### src/rtl/uart_pkg.sv
// Shared constants and FSM encoding for the UART transmit-side FIFO.
package uart_pkg;

   localparam int UART_DATA_W      = 8;
   localparam int UART_DEPTH       = 16;
   localparam int UART_ACK_TIMEOUT = 1023;

   typedef enum logic [1:0] {
      ST_IDLE      = 2'd0,
      ST_LOAD      = 2'd1,
      ST_WAIT_BUSY = 2'd2,
      ST_WAIT_DONE = 2'd3
   } uart_state_e;

endpackage

### src/rtl/sync_fifo.sv
// Single-clock FIFO with show-ahead read data; full/empty are decoded from count.
module sync_fifo
   import uart_pkg::*;
#(
   parameter int WIDTH = UART_DATA_W,
   parameter int DEPTH = UART_DEPTH
) (
   input  logic                   clk,
   input  logic                   reset,
   input  logic                   wr_en,
   input  logic [WIDTH-1:0]       wr_data,
   input  logic                   rd_en,
   output logic [WIDTH-1:0]       rd_data,
   output logic                   full,
   output logic                   empty,
   output logic [$clog2(DEPTH):0] count
);

   localparam int AW = $clog2(DEPTH);
   localparam logic [AW:0] FULL_CNT = (AW+1)'(DEPTH);

   logic [WIDTH-1:0] mem [DEPTH];
   logic [AW-1:0]    wr_ptr;
   logic [AW-1:0]    rd_ptr;
   logic             wr_ok;
   logic             rd_ok;

   assign full    = (count == FULL_CNT);
   assign empty   = (count == '0);
   // A write while full is dropped even if a pop happens in the same cycle.
   assign wr_ok   = wr_en && !full;
   assign rd_ok   = rd_en && !empty;
   assign rd_data = mem[rd_ptr];

   always_ff @(posedge clk or posedge reset) begin
      if (reset) begin
         wr_ptr <= '0;
         rd_ptr <= '0;
         count  <= '0;
      end else begin
         if (wr_ok) wr_ptr <= wr_ptr + 1'b1;
         if (rd_ok) rd_ptr <= rd_ptr + 1'b1;
         case ({wr_ok, rd_ok})
            2'b10:   count <= count + 1'b1;
            2'b01:   count <= count - 1'b1;
            default: count <= count;
         endcase
      end
   end

   always_ff @(posedge clk) begin
      if (wr_ok) mem[wr_ptr] <= wr_data;
   end

endmodule

### src/rtl/uart_tx_fifo.sv
// Byte queue in front of a UART transmitter: pops one byte at a time, requests a
// transmission and gives up on a byte if the transmitter never acknowledges it.
module uart_tx_fifo
   import uart_pkg::*;
#(
   parameter int DEPTH       = UART_DEPTH,
   parameter int ACK_TIMEOUT = UART_ACK_TIMEOUT
) (
   input  logic                   clk,
   input  logic                   reset,
   input  logic [7:0]             wr_data,
   input  logic                   wr_en,
   input  logic                   tx_busy,
   input  logic                   clr_flags,
   output logic [7:0]             tx_data,
   output logic                   transmit,
   output logic                   full,
   output logic                   empty,
   output logic [$clog2(DEPTH):0] count,
   output logic                   overflow,
   output logic                   ack_timeout,
   output uart_state_e            state
);

   localparam int TW = $clog2(ACK_TIMEOUT + 1);
   localparam logic [TW-1:0] TO_LIMIT = TW'(ACK_TIMEOUT);

   // Handshake: transmit is the request and stays high with tx_data stable until
   // the transmitter answers with tx_busy=1; the byte is then owned by the UART
   // and the next pop waits for tx_busy to fall again.
   uart_state_e   state_q;
   uart_state_e   state_d;
   logic          pop;
   logic          to_event;
   logic [7:0]    fifo_head;
   logic [TW-1:0] to_cnt;

   assign state = state_q;

   sync_fifo #(
      .WIDTH (8),
      .DEPTH (DEPTH)
   ) u_fifo (
      .clk     (clk),
      .reset   (reset),
      .wr_en   (wr_en),
      .wr_data (wr_data),
      .rd_en   (pop),
      .rd_data (fifo_head),
      .full    (full),
      .empty   (empty),
      .count   (count)
   );

   always_comb begin
      state_d  = state_q;
      pop      = 1'b0;
      to_event = 1'b0;
      case (state_q)
         ST_IDLE: begin
            if (!empty && !tx_busy) state_d = ST_LOAD;
         end
         ST_LOAD: begin
            pop     = 1'b1;
            state_d = ST_WAIT_BUSY;
         end
         ST_WAIT_BUSY: begin
            if (tx_busy) begin
               state_d = ST_WAIT_DONE;
            end else if (to_cnt == TO_LIMIT) begin
               to_event = 1'b1;
               state_d  = ST_IDLE;
            end
         end
         ST_WAIT_DONE: begin
            if (!tx_busy) state_d = ST_IDLE;
         end
         default: state_d = ST_IDLE;
      endcase
   end

   always_ff @(posedge clk or posedge reset) begin
      if (reset) begin
         state_q  <= ST_IDLE;
         transmit <= 1'b0;
         tx_data  <= 8'h00;
         to_cnt   <= '0;
      end else begin
         state_q  <= state_d;
         transmit <= (state_d == ST_WAIT_BUSY);
         if (pop) tx_data <= fifo_head;
         // Counter restarts on every entry to WAIT_BUSY and stops at the limit.
         if (state_q != ST_WAIT_BUSY) begin
            to_cnt <= '0;
         end else if (to_cnt != TO_LIMIT) begin
            to_cnt <= to_cnt + 1'b1;
         end
      end
   end

   // Sticky flags: a set event in the same cycle as clr_flags wins.
   always_ff @(posedge clk or posedge reset) begin
      if (reset) begin
         overflow    <= 1'b0;
         ack_timeout <= 1'b0;
      end else begin
         if (wr_en && full)  overflow <= 1'b1;
         else if (clr_flags) overflow <= 1'b0;
         if (to_event)       ack_timeout <= 1'b1;
         else if (clr_flags) ack_timeout <= 1'b0;
      end
   end

endmodule

### config.mk
export PLATFORM = sky130hd
export DESIGN_NAME = uart_tx_fifo
export DESIGN_NICKNAME = d
export VERILOG_FILES = /design/src/rtl/uart_pkg.sv /design/src/rtl/sync_fifo.sv /design/src/rtl/uart_tx_fifo.sv
export SDC_FILE = /design/constraint.sdc
export NUM_CORES = 1
export LEC_CHECK = 0
export CAP_MARGIN = 20
export CORE_MARGIN = 2
export CORE_UTILIZATION = 41
export CTS_BUF_LIST = sky130_fd_sc_hd__clkbuf_8
export DETAILED_ROUTE_END_ITERATION = 7
export PLACE_DENSITY = 0.63
export SYNTH_ARGS = -nofsm -noshare
export SYNTH_HDL_FRONTEND = slang
export SYNTH_SLANG_ARGS = --single-unit
### constraint.sdc
create_clock -name clk -period 2.3 [get_ports clk]
set_input_delay 0.345 -clock clk [delete_from_list [all_inputs] [get_ports clk]]
set_output_delay 0.345 -clock clk [all_outputs]
set_load 0.005 [all_outputs]
# ---- Word-level counts from Yosys, hierarchy flattened
# Memory sizes are Yosys's and may differ from the RTL's. A register that Yosys moved wholly into a read port is not among the register bits.
# Cells that the tools add are included.
dict set report totals {
  reg_bits 28
  mem_bits_rw 128
  memories 1
  word_cells 54
  rom_bits 0
  latch_bits 0
}
# name words word_bits read_ports rd_clocked_by_memory_dff wr line_no
set mem_list {}
lappend mem_list {u_fifo.mem 16 8 1 1 1 sync_fifo.sv:22} ;# logic [WIDTH-1:0] mem [DEPTH];
dict set report classes {
  eq_ne 10
  shift 0
  n_div 0
  n_lt_le_gt_ge 0
  n_reduce_logical 13
  add_sub_neg 5
  bitwise 0
  n_mux 17
  n_mul 0
}
# cell count
set op_table {}
lappend op_table {{$mux 10} 2}
lappend op_table {{$add 10x1->10 const B} 1}
lappend op_table {{$eq 10x10->1 const B} 1}
lappend op_table {{$ne 10x10->1 const B} 1}
lappend op_table {{$pmux 5 s2} 1}
lappend op_table {{$mux 1} 9}
lappend op_table {{$add 4x1->4 const B} 2}
lappend op_table {{$eq 2x2->1 const B} 4}
lappend op_table {{$mux 2} 4}
lappend op_table {{$pmux 2 s4} 1}
lappend op_table {{$reduce_bool 2->1} 4}
lappend op_table {{$add 5x1->5 const B} 1}
lappend op_table {{$eq 5x5->1 const B} 1}
lappend op_table {{$logic_not 5->1} 1}
lappend op_table {{$sub 5x1->5 const B} 1}
lappend op_table {{$eq 2x1->1 const B} 2}
lappend op_table {{$logic_and 1x1->1} 4}
lappend op_table {{$logic_not 1->1} 3}
lappend op_table {{$logic_not 2->1} 1}
lappend op_table {{$ne 2x2->1 const B} 1}

# ---- Logic depth before layout (Yosys ltp)
dict set report logic_depth {
  depth_word 6
  ltp_mapped 12
  depth_no_buf 10
}

# ---- Modules after synthesis
# Synthesis repeated with hierarchy kept, for this count alone.
dict set report hier_totals {
  cells_unflattened 421
  hier_area_um2 6806.5
}
# module instances cells_per_inst area_each_um2
set by_module_without_submodules {}
lappend by_module_without_submodules {sync_fifo 1 333 5789.3}
lappend by_module_without_submodules {uart_tx_fifo 1 88 1017.2}

# ---- Least setup slack after synthesis
# OpenSTA, ideal clock, no wires.
dict set report synth_path {
  path_type {reg-to-reg}
  start {register u_fifo.count[1]}
  end {register u_fifo.count[4]}
  path_buffers 2
  required_time_ns 2.220
  path_slack_ns -0.037
  path_stages_with_launch 13
  arrival_time_ns 2.257
  cell_sequence {dfrtp_1 > buf_2 > nor4_4 > a21boi_2 > inv_1 > ha_1 > buf_2 > xor2_1 > ha_1 > and3b_1 > o21ai_0 > a31oi_1 > xnor2_1}
}
dict set report synth_between {
  elab_chain_cells 5
  elab_cells_between_ends 12
  classes_between {add/sub (2); eq/ne (3); mux (1); reduce/logical (6)}
}
# element line_no
set synth_rtl {}
lappend synth_rtl {{start: declaration} sync_fifo.sv:16} ;# output logic [$clog2(DEPTH):0] count
lappend synth_rtl {{start signal: assignment} sync_fifo.sv:44} ;# 2'b10: count <= count + 1'b1;
lappend synth_rtl {{start signal: assignment} sync_fifo.sv:45} ;# 2'b01: count <= count - 1'b1;
lappend synth_rtl {{start signal: assignment} sync_fifo.sv:46} ;# default: count <= count;
lappend synth_rtl {{$eq 5x5->1 / $logic_not 5->1 (equally long branches)} {sync_fifo.sv:28, sync_fifo.sv:29}}
lappend synth_rtl {{$logic_not 1->1, on equally long branches} {sync_fifo.sv:31, sync_fifo.sv:32}}
lappend synth_rtl {{$logic_and 1x1->1, on equally long branches} {sync_fifo.sv:31, sync_fifo.sv:32}}
lappend synth_rtl {{$eq 2x1->1 / $eq 2x2->1 (equally long branches)} sync_fifo.sv:43} ;# case ({wr_ok, rd_ok})
lappend synth_rtl {{$pmux 5 s2 / $reduce_bool 2->1 (equally long branches)} --}
# Parallel ways exist; a longest one is shown, timed or not.
# A chain may end at the register's enable or synchronous reset.

# ---- Final worst setup path
dict set report layout_path {
  start {register u_fifo.count[0]}
  end {output full}
}
dict set report layout_between {
  elab_chain_cells 1
}
# element line_no
set layout_rtl {}
lappend layout_rtl {{$eq 5x5->1} sync_fifo.sv:28} ;# assign full = (count == FULL_CNT);
lappend layout_rtl {{end: declaration} uart_tx_fifo.sv:17} ;# output logic full,
# Every way passes these cells.

==> run summary <==
The period utilization was 0.953. Timing analysis after detailed placement gives a worst setup slack of 0.0113 ns. The run gives 0 as the remaining global-route overflow. The logs give 4 for the level count of the clock H-tree and 5 for the first-pass iteration count of the detailed router. The setup slack of the critical path after layout is 0.109 ns, and the headroom to the max-slew limit is 0.576. The finished layout holds 758 standard cells, fillers aside.

The number of placed instances with taps included is 724, and the number of flops mapped to enable cells by yosys is 128. The floorplan step defined a die boundary enclosing 17,600 um^2. For the worst supply voltage drop on vdd, the log shows 0.617 mV. Dividing the detail-routed via count by the number of cells gives 5.27. The tools report the cell area after placement as 7560 um^2. Walking the worst path, the cells encountered are nor4_4, and2_4, clkdlybuf4s50_1. Counting flops and latches in the post-synthesis netlist gives 164. The chip height is 133 um, and the sum of negative setup slack is 0 ns. Highest routed metal layer: met4. Summed over all nets, wire length on met3 after detailed routing comes to 681 um. At the end of routability-driven placement, the weighted congestion stood at 0.761. With fillers left out, the area of the finished cells amounts to 7990 um^2. The run gives 0 as the number of max-slew violations in the final report. For this run, design rule violations remaining after detail routing come to 0. The cell type of the slowest stage on the worst timing path was sky130_fd_sc_hd__clkdlybuf4s50_1.

Clock-pin slew was measured on the worst setup and hold paths at 0.09 ns. For this block, wires on met1 add up to 6280 um. The fraction of final layout cells with drive strength greater than 1 is 0.156. The logs give 547 for the post-layout net count and 0.44 ns for the later-pin clock latency in the skew report. The worst setup path is captured at an output pin.

The post-synth net total came out at 480. The first global-routing pass estimated 22,300 um of wire. In this run the remaining antenna-violating nets after routing total 0.

TritonCTS built the clock tree. The area fraction of the dominant cell type after synthesis works out to 0.565. The cell area after technology mapping was 6810 um^2. In this run the static leakage power is 3.00 nW. The starting density of the core is 0.415. The run gives 3,994 as the number of vias after detailed routing. The clock passes through at most 2 buffers. The worst-case clock skew is 0.0109 ns. Setup repair after global routing left no endpoint under its margin. The number of different library cells used by synthesis comes to 50.

For the post-layout utilization of the core, the log shows 0.487. The worst setup path is launched from a register. The final count of hold timing violations is 0. In this run the worst hold path is classified as input port to asynchronous set/reset pin. After layout, the design draws a total of 8.95 mW.

For the number of DRC markers after the initial detailed-route iteration, the log shows 264. The tool flagged a number of max-cap violations equal to 0. The logs give 37 for the largest net degree at the start of global routing and 0 for the total inserted antenna cells. sky130_fd_sc_hd__edfxtp_1 takes more of the synthesized area than any other cell. The HPWL reported at the end of detailed placement was 9290 um.

The logs give 4,070 for the via count of the first global-routing pass and 47 for the count of standard-cell rows. By area the synthesized netlist is led by sky130_fd_sc_hd__edfxtp_1 56%, sky130_fd_sc_hd__dfrtp_1 13%, sky130_fd_sc_hd__mux2i_1 9.7%. The logs give 1.85 ns for the arrival time at the worst endpoint and 0 for the initial antenna violation count. The flow ran to the end, and the final reports show no timing, DRC or antenna violations.

Setup violations remaining at the end of the flow were counted as 0. The run gives 0.167 as the total routing resource utilization after global routing. Start-to-end type of the worst setup path: register to output pin. Dividing the detail-routed wire length by the instance count gives 18.8 um. The die width is 133 um, and the cell count after synthesis is 458. During I/O placement, the number of pins put on the boundary was 33. After synthesis, the mean cell area works out to 14.9 um^2.

The transition at the pin with the smallest max-transition slack is 0.634 ns. The tools report the library cell used as clock root buffer as sky130_fd_sc_hd__clkbuf_8. The maximum clock frequency is 456 MHz. For the finished layout, the period the worst path requires is 2.19 ns.

For the TritonCTS buffer count, the log shows 17. For the amount of wire on met2 after detailed routing, the log shows 7110 um. The proportion of synthesized chip area in sequential cells is 0.697. For this run, the leading register cell type out of synthesis is sky130_fd_sc_hd__edfxtp_1. The count of buffers inserted at the top-level ports was 32. The stage delay of the slowest cell on the critical path was 0.49 ns. The post-synthesis async set-or-reset flop share is 0.220, and the synthesis warning total is 0. The maximum fanout along the worst path was 3.

For the worst setup path, the data required time is 1.96 ns. The clock sink total was 164; the post-route worst hold slack was 0.327 ns. The total power density per cell area was 1120 nW/um^2. For this block, the routed nets add up to 14,300 um of wire.

The core area was 16,400 um^2; the signed area change from the synthesized netlist to the final layout was 17.4%.
-- cells in the mapped netlist (2+ instances only) --
master                       n
sky130_fd_sc_hd__a211oi_1    3
sky130_fd_sc_hd__a21oi_1    11
sky130_fd_sc_hd__a22o_1      2
sky130_fd_sc_hd__a22oi_1    19
sky130_fd_sc_hd__a31oi_1     4
sky130_fd_sc_hd__a32oi_1     4
sky130_fd_sc_hd__and2_1      3
sky130_fd_sc_hd__and3_1      2
sky130_fd_sc_hd__and4_1      2
sky130_fd_sc_hd__buf_2       9
sky130_fd_sc_hd__buf_4       5
sky130_fd_sc_hd__buf_6       2
sky130_fd_sc_hd__clkbuf_1    5
sky130_fd_sc_hd__dfrtp_1    36
sky130_fd_sc_hd__edfxtp_1  128
sky130_fd_sc_hd__ha_1        9
sky130_fd_sc_hd__inv_1       7
sky130_fd_sc_hd__mux2i_1    66
sky130_fd_sc_hd__nand2_1    41
sky130_fd_sc_hd__nand2b_1    4
sky130_fd_sc_hd__nand3_1    10
sky130_fd_sc_hd__nand4_1     8
sky130_fd_sc_hd__nor2_1     23
sky130_fd_sc_hd__nor2b_1     4
sky130_fd_sc_hd__nor3_1      5
sky130_fd_sc_hd__o21ai_0     7
sky130_fd_sc_hd__o31ai_1     2
sky130_fd_sc_hd__or3_1       3
sky130_fd_sc_hd__xnor2_1     7
sky130_fd_sc_hd__xor2_1      7
-- routing by layer --
| metal | vias up | global-route usage |
|---|---|---|
| li1 | 1859 | - |
| met4 | 0 | 0.0579 |
| met3 | 17 | 0.0326 |
| met2 | 86 | 0.274 |
| met5 | - | 0 |
| met1 | 2032 | 0.223 |
-- flip-flops by register name, summed over array words and instances (netlist names) --
name and cells:
to_cnt 10, u_fifo.rd_ptr 4, overflow 1, transmit 1, state 2, u_fifo.wr_ptr 4
u_fifo.count 5, u_fifo.mem 128, ack_timeout 1, tx_data 8
-- cell usage in the layout, fill, tap and decap left out, drive strengths merged, types with 7 or more instances in the layout --
cell type	count
a22oi	19
inv	12
nand4	9
clkbuf	17
xnor2	7
clkdlybuf4s50	31
ha	9
dfrtp	36
buf	39
nand3	10
xor2	7
mux2i	66
nor2	23
edfxtp	128
a21oi	12
o21ai	7
nand2	42
-- worst max-delay path, delay by kind of cell, from the launching register on --
kind,cells,cell delay [ns]
buf+inv,1,0.49
flops,1,0.42
simple gates,2,0.51
-- power breakdown --
| part | internal [mW] | total, mW | switching [mW] |
|---|---|---|---|
| Combinational | 1.34 | 2.88 | 1.54 |
| Clock | 0.972 | 2.04 | 1.06 |
| Sequential | 3.67 | 4.03 | 0.363 |
| Total | 5.98 | 8.95 | 2.97 |
-- layout make-up --
class	count	area [um^2]
multi-input cells	264	1920
repair buffers	71	628
clock inverters	15	158
flip-flops and latches	164	4750
fillers	1366	8410
inverters	7	26.3
clock buffers	17	234
well taps	220	275
-- repair_timing --
item	4_1_cts	5_1_grt
endpoints found under the hold margin	0	0
hold buffers	0	0
endpoints found under the setup margin	2	4
buffers inserted	1	1
pin swaps	1	6
gates resized for setup	0	8
-- cells by family after synthesis --
family | share of synthesized area
buffers and inverters | 0.0233
XOR/XNOR | 0.0180
AO/OA/AOI/OAI | 0.0596
adder cells (fa/ha/maj) | 0.0165
multiplexers | 0.100
AND/OR/NAND/NOR | 0.0851
flip-flops | 0.697
-- final timing paths --
| check | startpoint | to | slack [ns] | depth (start not counted) |
|---|---|---|---|---|
| setup reg to reg | u_fifo.count[0] | u_fifo.count[2] | 0.12 | 10 |
| hold / removal | reset | u_fifo.count[3] | 0.33 | 3 |
| max in group asynchronous | reset | u_fifo.rd_ptr[1] | 1.55 | 3 |
| hold reg to reg | u_fifo.rd_ptr[3] | u_fifo.rd_ptr[3] | 0.51 | 1 |
| min in group clk | u_fifo.rd_ptr[3] | u_fifo.rd_ptr[3] | 0.51 | 1 |
| setup / recovery | u_fifo.count[0] | full | 0.11 | 3 |
Note: power is estimated with default switching activity, not from simulation.
